$ cat src/rtl/pipe_pkg.sv
// Shared constants and types for the pipeline processor and its instruction-memory loader.
//   DATA_W    : instruction / stream byte width
//   DEPTH     : instruction memory entries
//   ADDR_W    : instruction memory address width
//   SYNC_BYTE : frame start marker for the program loader
//   ADD/SUB/LOAD : processor opcodes, used when building program images
//   loader_state_e : program loader FSM states
package pipe_pkg;

  localparam int unsigned DATA_W = 8;
  localparam int unsigned DEPTH  = 16;
  localparam int unsigned ADDR_W = 4;

  localparam logic [7:0] SYNC_BYTE = 8'hA5;

  localparam logic [7:0] ADD  = 8'h01;
  localparam logic [7:0] SUB  = 8'h02;
  localparam logic [7:0] LOAD = 8'h03;

  typedef enum logic [2:0] {
    StIdle,
    StLen,
    StData,
    StCsum,
    StDone,
    StErr
  } loader_state_e;

endpackage

$ cat src/rtl/loader_checksum.sv
// Running mod-2^DATA_W checksum accumulator for the program loader.
//   clk, reset : clock, asynchronous active-high reset
//   clear      : zero the accumulator (wins over add_en)
//   add_en     : add add_data into the accumulator this cycle
//   add_data   : byte to accumulate
//   cmp_data   : value compared against the current sum
//   match      : current sum equals cmp_data (combinational)
module loader_checksum #(
  parameter int unsigned DATA_W = 8
) (
  input  logic              clk,
  input  logic              reset,
  input  logic              clear,
  input  logic              add_en,
  input  logic [DATA_W-1:0] add_data,
  input  logic [DATA_W-1:0] cmp_data,
  output logic              match
);

  logic [DATA_W-1:0] sum_q, sum_d;

  always_comb begin
    sum_d = sum_q;
    if (clear) begin
      sum_d = '0;
    end else if (add_en) begin
      // Natural wrap of the DATA_W-bit add gives the modulo.
      sum_d = sum_q + add_data;
    end
  end

  always_ff @(posedge clk or posedge reset) begin
    if (reset) begin
      sum_q <= '0;
    end else begin
      sum_q <= sum_d;
    end
  end

  assign match = (sum_q == cmp_data);

endmodule

$ cat src/rtl/imem_program_loader.sv
// Instruction memory writer: parses a framed byte stream (SYNC, LEN, payload, CSUM)
// received over valid/ready, writes payload bytes into instruction memory and holds
// the processor in reset until an image with a correct checksum has been loaded.
//   clk, reset    : clock, asynchronous active-high reset
//   in_valid/in_data/in_ready : byte stream handshake
//   imem_we/imem_addr/imem_wdata : registered instruction memory write port
//   cpu_hold      : keeps the processor in reset while high
//   load_done     : one-cycle pulse when an image is accepted
//   load_err      : sticky error flag, cleared by the next accepted SYNC byte
//   words_loaded  : length of the last good image
module imem_program_loader #(
  parameter int unsigned        DATA_W    = pipe_pkg::DATA_W,
  parameter int unsigned        DEPTH     = pipe_pkg::DEPTH,
  parameter int unsigned        ADDR_W    = pipe_pkg::ADDR_W,
  parameter logic [DATA_W-1:0]  SYNC_BYTE = pipe_pkg::SYNC_BYTE
) (
  input  logic              clk,
  input  logic              reset,
  input  logic              in_valid,
  input  logic [DATA_W-1:0] in_data,
  output logic              in_ready,
  output logic              imem_we,
  output logic [ADDR_W-1:0] imem_addr,
  output logic [DATA_W-1:0] imem_wdata,
  output logic              cpu_hold,
  output logic              load_done,
  output logic              load_err,
  output logic [ADDR_W:0]   words_loaded
);

  import pipe_pkg::*;

  localparam logic [DATA_W-1:0] DepthVal = DATA_W'(DEPTH);

  loader_state_e state_q, state_d;

  logic              hold_q, hold_d;
  logic              we_q, we_d;
  logic [ADDR_W-1:0] addr_q, addr_d;
  logic [DATA_W-1:0] wdata_q, wdata_d;
  logic              done_q, done_d;
  logic              err_q, err_d;
  logic [ADDR_W:0]   len_q, len_d;
  logic [ADDR_W:0]   cnt_q, cnt_d;   // payload bytes taken so far == next write address
  logic [ADDR_W:0]   words_q, words_d;

  logic xfer;
  logic sum_clear, sum_add, sum_match;

  assign in_ready = (state_q == StIdle) || (state_q == StLen) ||
                    (state_q == StData) || (state_q == StCsum);
  assign xfer     = in_valid && in_ready;

  loader_checksum #(
    .DATA_W (DATA_W)
  ) u_checksum (
    .clk      (clk),
    .reset    (reset),
    .clear    (sum_clear),
    .add_en   (sum_add),
    .add_data (in_data),
    .cmp_data (in_data),
    .match    (sum_match)
  );

  always_comb begin
    state_d   = state_q;
    hold_d    = hold_q;
    we_d      = 1'b0;
    addr_d    = addr_q;
    wdata_d   = wdata_q;
    done_d    = 1'b0;
    err_d     = err_q;
    len_d     = len_q;
    cnt_d     = cnt_q;
    words_d   = words_q;
    sum_clear = 1'b0;
    sum_add   = 1'b0;

    unique case (state_q)
      StIdle: begin
        if (xfer && (in_data == SYNC_BYTE)) begin
          state_d   = StLen;
          hold_d    = 1'b1;
          err_d     = 1'b0;
          cnt_d     = '0;
          sum_clear = 1'b1;
        end
      end
      StLen: begin
        if (xfer) begin
          if ((in_data == '0) || (in_data > DepthVal)) begin
            state_d = StErr;
            err_d   = 1'b1;
          end else begin
            // Legal lengths fit in ADDR_W+1 bits, so the upper bits are zero here.
            len_d   = in_data[ADDR_W:0];
            state_d = StData;
          end
        end
      end
      StData: begin
        if (xfer) begin
          we_d    = 1'b1;
          addr_d  = cnt_q[ADDR_W-1:0];
          wdata_d = in_data;
          sum_add = 1'b1;
          cnt_d   = cnt_q + 1'b1;
          if (cnt_d == len_q) begin
            state_d = StCsum;
          end
        end
      end
      StCsum: begin
        if (xfer) begin
          if (sum_match) begin
            state_d = StDone;
            done_d  = 1'b1;
            hold_d  = 1'b0;
            words_d = len_q;
          end else begin
            state_d = StErr;
            err_d   = 1'b1;
          end
        end
      end
      StDone:  state_d = StIdle;
      StErr:   state_d = StIdle;
      default: state_d = StIdle;
    endcase
  end

  always_ff @(posedge clk or posedge reset) begin
    if (reset) begin
      state_q <= StIdle;
      hold_q  <= 1'b1;
      we_q    <= 1'b0;
      addr_q  <= '0;
      wdata_q <= '0;
      done_q  <= 1'b0;
      err_q   <= 1'b0;
      len_q   <= '0;
      cnt_q   <= '0;
      words_q <= '0;
    end else begin
      state_q <= state_d;
      hold_q  <= hold_d;
      we_q    <= we_d;
      addr_q  <= addr_d;
      wdata_q <= wdata_d;
      done_q  <= done_d;
      err_q   <= err_d;
      len_q   <= len_d;
      cnt_q   <= cnt_d;
      words_q <= words_d;
    end
  end

  assign imem_we      = we_q;
  assign imem_addr    = addr_q;
  assign imem_wdata   = wdata_q;
  assign cpu_hold     = hold_q;
  assign load_done    = done_q;
  assign load_err     = err_q;
  assign words_loaded = words_q;

endmodule

$ cat config.mk
export PLATFORM = sky130hd
export DESIGN_NAME = imem_program_loader
export DESIGN_NICKNAME = d
export VERILOG_FILES = /design/src/rtl/pipe_pkg.sv /design/src/rtl/loader_checksum.sv /design/src/rtl/imem_program_loader.sv
export SDC_FILE = /design/constraint.sdc
export NUM_CORES = 1
export LEC_CHECK = 0
export ABC_AREA = 1
export ABC_CLOCK_PERIOD_IN_PS = 1770
export BUFFER_PORTS_ARGS = -buffer_cell sky130_fd_sc_hd__buf_2
export CAP_MARGIN = 20
export CORE_MARGIN = 1.5
export CORE_UTILIZATION = 46
export DETAILED_ROUTE_END_ITERATION = 16
export HOLD_SLACK_MARGIN = 0.02
export PLACE_DENSITY = 0.77
export SLEW_MARGIN = 20
export SYNTH_ARGS = -nofsm -noshare
export SYNTH_HDL_FRONTEND = slang
export SYNTH_SLANG_ARGS = --single-unit
$ cat constraint.sdc
create_clock -name clk -period 1.77 [get_ports clk]
set_clock_uncertainty 0.1 [all_clocks]
set_input_delay 0.354 -clock clk [delete_from_list [all_inputs] [get_ports clk]]
set_output_delay 0.354 -clock clk [all_outputs]
set_load 0.05 [all_outputs]
== Word level (Yosys, flattened, before mapping) ==
Index checks and enable logic that the tools add are counted.

* Output and inout bits: 22
* RAM bits: 0
* Word-level logic and storage cells: 78
* Input port bits: 11
* Flip-flop bits (word level): 42
* Latch bits: 0
* Memories: 0
* Memory bits (read-only): 0

* Eq/ne operators: 14
* Muxes and demuxes: 30
* Divide/modulo/power cells: 0
* Magnitude comparators: 1
* $mul: 0
* Add/subtract/negate cells: 2
* Reduce and logical (&&, ||, !) cells: 19
* Bitwise gates (word level): 1
* Shift operators: 0

{| class="wikitable"
|+ Operators with widths
! cell !! count
|-
| two-way mux 3 bit || 6
|-
| two-way mux 1 bit || 16
|-
| two-way mux 8 bit || 2
|-
| one-hot mux 3 bit (4 select lines) || 1
|-
| two-way mux 5 bit || 2
|-
| inequality test 2 bit (second input constant) || 5
|-
| one-hot mux 5 bit (2 select lines) || 1
|-
| AND reduction 3 bit || 3
|-
| adder 8 bit || 1
|-
| equality test 8 bit || 1
|-
| equality test 8 bit (second input constant) || 1
|-
| > comparator 8 x 5 -> 1 bit (second input constant) || 1
|-
| logical NOT 8 bit || 1
|-
| equality test 3 x 2 -> 1 bit (second input constant) || 2
|-
| inequality test 2 x 1 -> 1 bit (second input constant) || 3
|-
| AND reduction 6 bit || 1
|-
| nonzero test 2 bit || 3
|-
| adder 5 x 1 -> 5 bit (second input constant) || 1
|-
| equality test 5 bit || 1
|-
| AND reduction 5 bit || 1
|-
| logical OR 1 bit || 4
|-
| AND reduction 4 bit || 1
|-
| equality test 3 x 1 -> 1 bit (second input constant) || 1
|-
| logical NOT 3 bit || 1
|-
| other kinds (6) || 7
|}

== Depth between registers and ports, before layout ==
Gate-level depths: netlist of run 1.

* Word-level depth: 9
* Gate-level depth with buffers: 12
* Depth with buffers taken out: 12

== Modules after synthesis ==
Synthesis of run 1 repeated with hierarchy kept, for this count alone.

* Cell total of the unflattened synthesis: 311
* Area total of the unflattened synthesis: 2422.3 sq um

{| class="wikitable"
|+ By module, submodules not included
! module !! area each (sq um) !! seq. area each (sq um) !! cells an instance !! instances
|-
| imem_program_loader || 1681.6 || 852.1 || 210 || 1
|-
| loader_checksum || 740.7 || 200.2 || 101 || 1
|}

== Worst setup path before layout of run 1 ==
OpenSTA, ideal clock, no wires.

* Path kind: register to register
* Start point: reg u_checksum.sum_q[0]
* End point: reg u_checksum.sum_q[6]
* Path buffers: 0
* Data required time: 1.605 ns
* Arrival time: 1.588 ns
* Stages on the path, launching flop included: 11
* Clock period less this slack: 1.754 ns
* Slack: 0.016 ns
* Library setup time: 0.065 ns
* Path through: dfrtp_1 -> ha_1 -> fa_1 -> nand3_1 -> nand2_1 -> nand2_1 -> nand2_1 -> a21oi_1 -> xor2_1 -> nand2_1 -> nand2_1

* Cells in the longest elaborated chain, start to end: 3

{| class="wikitable"
|+ Ends and longest elaborated chain
! what !! line !! source
|-
| start, declared || loader_checksum.sv:20 || <nowiki>logic [DATA_W-1:0] sum_q, sum_d;</nowiki>
|-
| start signal, assigned || loader_checksum.sv:36 || <nowiki>sum_q <= sum_d;</nowiki>
|-
| adder 8 bit || loader_checksum.sv:28 || <nowiki>sum_d = sum_q + add_data;</nowiki>
|-
| two-way mux 8 bit || loader_checksum.sv:26 || <nowiki>end else if (add_en) begin</nowiki>
|-
| two-way mux 8 bit || loader_checksum.sv:24 || <nowiki>if (clear) begin</nowiki>
|}

No other way between the ends. The select of a mux whose other input is x is not followed.
A chain may end at the register's enable or synchronous reset.

== Final worst setup path of run 1 ==
Same ends and word-level chain as after synthesis.

==> impl_metrics.yaml, run 1 <==
critical_path:
  r2r_cells: 10
  crit_cells: 10
  critical-path-max-stage-delay_ns: 0.42
  worstPathArrival_ns: 2.01
  crit_type: "flip-flop to flip-flop"
  crit_chain: "ha_4 > fa_2 > nand3_2 > nand2_2 > nand2_2 > nand2_2 > a21oi_2 > xor2_1 > nand2_1 > nand2_1"
  crit_family: "adder cells"
  critPathLaunchType: "flip-flop"
  crit_buf_inv: 0
  critPathMaxFanout: 2
  crit_path_frequent_cell: "nand2_2"
  startpoint: "u_checksum.sum_q[0]"
  cp_data_required_time_ns: 1.91
  reg2reg_slack_ns: -0.11
  crit_path_end_kind: "flip-flop"
  cp_slowest_cell: "dfrtp_1"
  r2r-start: "u_checksum.sum_q[0]"
  r2r-end: "u_checksum.sum_q[6]"
  endpoint: "u_checksum.sum_q[6]"
final_layout:
  final_nets: 376
  antenna_cells: 0
  final_layout_size_suffix_gt1_frac: 0.429
  final_area_um2: 3230
  seq_area_um2: 1050
  multiInputGateArea_um2: 1320
  layout.cells.non_filler: 427
  fin_util: 0.636
  syn_to_final_growth_pct: 34.9
  fill_cells: 438
placement:
  dp.cells: 412
  hpwlAfterDp_um: 3910
  io_buffers: 32
  gp_congestion: 0.919
  placed_area_um2: 2870
  post-place-ws_ns: -0.192
clock_network:
  cts_tree: "done"
  cts.htree.levels: 2
  clk_path_buf_depth: 2
  clkTransAtPathRegs_ns: 0.08
  cts_root_buf: "clkbuf_8"
  cts_sinks: 42
  numCtsBuffers: 5
  worstSkewPairLatency_ns: 0.29
run_status:
  status: "finished, violations left"
  violations: "setup timing"
detailed_routing:
  drtAntennaViolNets: 0
  drc: 0
  viasPerCell: 4.98
  initialDrtViolationCount: 120
  drt-total-wl_um: 5490
  wire_per_inst_um: 12.9
  drt-pass1-iter-count: 4
  via_count: 2126
sta:
  rsz0062_at_grt: "true"
  finalSetupViolCount: 1
  slew_viol_final: 0
  finalWorstSetupSlack_ns: -0.106
  period_needed_ns: 1.88
  fin_tns_setup_ns: -0.106
  fmax_mhz: 533
  finalCritPeriodShare: 1.06
  relSlewSlack: 0.789
  hold_viol_final: 0
  worst_pin_slew_ns: 0.317
synthesis:
  syn-num-nets: 300
  ys_seq_elements: 42
  syn_area_um2: 2390
  synthCells: 280
  ys_warn_count: 0
  avgSynthCellArea_um2: 8.54
  seq_area_frac_synth: 0.440
  netlist-cell-type-count: 32
floorplanning:
  io_pins: 33
  placementRows: 26
  start_util: 0.471
  placeableCoreArea_um2: 5070
  fp.dieH_um: 75.1
  die_area_um2: 5640
  fp.dieW_um: 75.1
global_routing:
  grt_max_degree: 43
  overflow: 0
  grt_use_total: 0.205
  grt_pass1_vias: 2020
  grt_pass1_wl_um: 8730
  antenna_found_initial: 0
pwr:
  p_leak_nw: 1.64
  peakVddDrop_v: 0.00102
  cellPowerDensity_nw_per_um2: 1600
min_path:
  min_path_type: "input port to flip-flop"
job:
  maxCapViolCount: 0
## sequential cells by signal, indices dropped and copies added, names as in the netlist
register / flops
cnt_q: 5
cpu_hold: 1
imem_we: 1
u_checksum.sum_q: 8
imem_addr: 4
load_err: 1
imem_wdata: 8
words_loaded: 5
state_q: 3
load_done: 1
len_q: 5
## power by group
group | switching [mW] | leakage [nW] | internal (mW)
sequential | 0.264 | 0.543 | 1.29
clock | 0.338 | 0.0504 | 0.420
combinational | 1.77 | 1.05 | 1.09
## placed cells by master, fill, tap and decap left out, drive strengths merged
| cell type | instances |
|---|---|
| dfrtp | 41 |
| dlygate4sd3 | 1 |
| a21oi | 12 |
| nand4 | 7 |
| inv | 45 |
| nor3 | 2 |
| nand3b | 1 |
| dfstp | 1 |
| nand2 | 68 |
| o21bai | 2 |
| nor2 | 20 |
| fa | 1 |
| buf | 70 |
| xor2 | 4 |
| nor4 | 1 |
| nand3 | 32 |
| bufinv | 1 |
| ha | 8 |
| clkinvlp | 2 |
| clkbuf | 5 |
| xnor2 | 1 |
| o21ai | 32 |
## cell usage after synthesis, drive strengths merged
library cell  count  area share
nand2            68        0.11
inv              44       0.072
dfrtp            41        0.43
nand3            32       0.076
o21ai            32       0.098
nor2             20       0.049
a21oi            12       0.028
ha                8       0.042
nand4             7       0.018
xor2              4       0.015
buf               3       0.014
nor3              2      0.0089
o21bai            2      0.0063
dfstp             1       0.011
fa                1      0.0084
nand3b            1      0.0031
nor4              1      0.0026
xnor2             1      0.0037
## worst reg2reg max path, delay by kind of cell, from the launching register on
kind,cells,cell delay (ns)
AO/OA/AOI/OAI,1,0.15
XOR/XNOR,1,0.19
adder cells (fa/ha/maj),2,0.55
flip-flops,1,0.42
AND/OR/NAND/NOR,6,0.40
## layer usage
layer / part of all wire / GRT usage
met1: 0.41 / 0.263
met2: 0.52 / 0.343
met3: 0.050 / 0.0509
met4: 0.018 / 0.0586
met5: 0 / 0
## what timing repair did
| item | in CTS | in global routing |
|---|---|---|
| pin swaps | 1 | 11 |
| gates resized for setup | 6 | 34 |
| gates cloned | 0 | 1 |
| hold buffers | 1 | 0 |
| hold endpoints to repair | 33 | 0 |
| buffers inserted | 1 | 4 |
| setup endpoints to repair | 7 | 16 |
## per-stage QoR
step	total power [mW]	hold slack, ns
CTS	4.84	0.295
global route	5.56	0.323
detailed placement	4.01	0.333
floorplan	3.30	0.359
finish	5.17	0.307
global placement	3.93	0.328
## how the worst min path moves through the flow
| stage | from | end | depth (start not counted) | slack, ns |
|---|---|---|---|---|
| 6_report | in_data[7] | imem_wdata[7] | 3 | 0.31 |
| 3_5_place_dp | reset | imem_addr[3] | 3 | 0.33 |
| 5_1_grt | in_data[7] | imem_wdata[7] | 3 | 0.32 |
| 3_3_place_gp | reset | imem_addr[3] | 3 | 0.33 |
| 2_1_floorplan | len_q[3] | len_q[3] | 2 | 0.36 |
| 4_1_cts | in_data[7] | imem_wdata[7] | 3 | 0.30 |
## logic make-up (layout without fill, tap and decap cells)
| logic type | count (synthesis) | in the layout | synth area share |
|---|---|---|---|
| adders and majority gates | 9 | 9 | 0.0502 |
| DFF | 42 | 42 | 0.440 |
| and+or+nand+nor | 131 | 131 | 0.272 |
| AOI/OAI and AO/OA | 46 | 46 | 0.133 |
| xor gates and xnor gates | 5 | 5 | 0.0183 |
| buffers and inverters | 47 | 124 | 0.0863 |
## layout make-up
class | count | share of cell area
clock buffers | 5 | 0.0213
multi-input cells | 191 | 0.408
flip-flops and latches | 42 | 0.326
repair inverters | 1 | 0.00194
clock inverters | 3 | 0.0140
inverters | 44 | 0.0551
repair buffers | 71 | 0.146
well taps | 70 | 0.0271
No activity file was read; power rests on OpenSTA's default activity.
==> run 2: changes to the inputs <==
--- a/config.mk
+++ b/config.mk
@@ -14,6 +14,7 @@
 export DETAILED_ROUTE_END_ITERATION = 16
 export HOLD_SLACK_MARGIN = 0.02
 export PLACE_DENSITY = 0.77
+export SETUP_SLACK_MARGIN = 0.05
 export SLEW_MARGIN = 20
 export SYNTH_ARGS = -nofsm -noshare
 export SYNTH_HDL_FRONTEND = slang
==> run 2 against run 1 <==
Net effect:
- the flow still finishes with violations (setup timing)
- register-to-register slack better by 0.10 ns
- sequential cell count unchanged
- design area is 1.6% lower
- cell count stayed put
- fmax is 5.8% higher
- via count increased by 1.4%
- global-route usage grew 1.6 points
- first-iteration DRC count down 24%
- core utilization decreased by 1.0 points
- combinational power shrank 3%
- sequential power barely moved
- critical path type unchanged
==> impl_metrics.yaml, run 2 (synthesis results as in run 1) <==
min_path:
  min_path_type: "input port to flip-flop"
clock_network:
  cts_tree: "done"
  clk_path_buf_depth: 2
  cts_root_buf: "clkbuf_8"
  worstSkewPairLatency_ns: 0.30
  numCtsBuffers: 5
  cts_sinks: 42
  cts.htree.levels: 2
  clkTransAtPathRegs_ns: 0.09
sta:
  relSlewSlack: 0.781
  period_needed_ns: 1.77
  hold_viol_final: 0
  rsz0062_at_grt: "true"
  fin_tns_setup_ns: -0.00215
  finalSetupViolCount: 1
  finalCritPeriodShare: 1.00
  finalWorstSetupSlack_ns: -0.00215
  slew_viol_final: 0
  worst_pin_slew_ns: 0.329
  fmax_mhz: 564
  holdWs_ns: 0.318
critical_path:
  crit_type: "flip-flop to flip-flop"
  cp_slowest_cell: "dfrtp_1"
  critPathMaxFanout: 2
  cp_data_required_time_ns: 1.91
  critPathLaunchType: "flip-flop"
  crit_chain: "ha_2 > fa_2 > nand3_2 > nand2_1 > nand2_1 > nand2_1 > a21oi_2 > xor2_1 > nand2_1 > nand2_1"
  crit_path_end_kind: "flip-flop"
  crit_path_frequent_cell: "nand2_1"
  worstPathArrival_ns: 1.91
  crit_buf_inv: 0
  critical-path-max-stage-delay_ns: 0.40
  crit_family: "adder cells"
final_layout:
  final_area_um2: 3180
  fill_cells: 436
  seq_area_um2: 1050
  syn_to_final_growth_pct: 32.7
  fin_util: 0.626
  final_nets: 376
  final_layout_size_suffix_gt1_frac: 0.389
  final_cell_mix: "63 x nand2_1, 41 x dfrtp_1, 37 x buf_4"
  multiInputGateArea_um2: 1250
  antenna_cells: 0
  final_common_cell: "nand2_1"
  layout.cells.non_filler: 427
global_routing:
  overflow: 0
  grt_max_degree: 43
  grt_use_total: 0.221
  antenna_found_initial: 0
  grt_pass1_vias: 2133
  grt_pass1_wl_um: 9360
placement:
  io_buffers: 32
  hpwlAfterDp_um: 3840
  dp.cells: 416
  post-place-ws_ns: -0.181
  gp_congestion: 0.898
  placed_area_um2: 2900
run_status:
  status: "finished, violations left"
  violations: "setup timing"
detailed_routing:
  drtAntennaViolNets: 0
  drt-pass1-iter-count: 4
  drc: 0
  via_count: 2156
  wire_per_inst_um: 13.5
  drt-total-wl_um: 5750
  initialDrtViolationCount: 91
  viasPerCell: 5.05
floorplanning:
  placementRows: 26
  start_util: 0.471
  fp.dieW_um: 75.1
  placeableCoreArea_um2: 5070
  fp.dieH_um: 75.1
  die_area_um2: 5640
  io_pins: 33
pwr:
  cellPowerDensity_nw_per_um2: 1640
  peakVddDrop_v: 0.000976
  p_leak_nw: 1.66
  totalPowerFinal_mw: 5.21
job:
  maxCapViolCount: 0
## run 2: report_power, final
part           leakage (nW)  internal, mW  switching (mW)
Clock                0.0683         0.565           0.350
Sequential            0.543          1.29           0.234
Combinational          1.05          1.03            1.74
Total                  1.66          2.89            2.33
## run 2: final timing paths
path                       cells past startpoint  slack, ns           startpoint                   to
max                                           10     -0.002  u_checksum.sum_q[0]  u_checksum.sum_q[6]
min                                            3       0.32           in_data[7]        imem_wdata[7]
max reg2reg                                   10     -0.002  u_checksum.sum_q[0]  u_checksum.sum_q[6]
min reg2reg                                    2       0.38        imem_wdata[4]        imem_wdata[4]
max in group asynchronous                      4       0.75                reset             cpu_hold
min in group asynchronous                      4       0.55                reset         imem_addr[3]
## run 2: worst reg2reg max path, delay by kind of cell (launching register included)
| kind | cells | cell delay, ns |
|---|---|---|
| and+or+nand+nor | 6 | 0.38 |
| DFF | 1 | 0.40 |
| adders and majority gates | 2 | 0.54 |
| AOI/OAI and AO/OA | 1 | 0.13 |
| xor gates and xnor gates | 1 | 0.15 |
## run 2: timing repair
item                                    CTS  global route
endpoints found under the hold margin    41             0
resized for setup                        11            13
hold buffers                              1             0
endpoints found under the setup margin   12            18
buffers inserted                          1             1
pin swaps                                 3            10
## run 2: area by class of cell
type	instances	area share
clock buffers	5	0.0217
clock inverters	3	0.0217
inverters	44	0.0544
multi-input cells	191	0.392
flip-flops and latches	42	0.331
well taps	70	0.0276
repair buffers	72	0.151
## run 2: layer usage
layer	routed length (µm)	track usage
met5	0	0
met3	198	0.0509
met2	2940	0.394
met4	150	0.0949
met1	2460	0.252
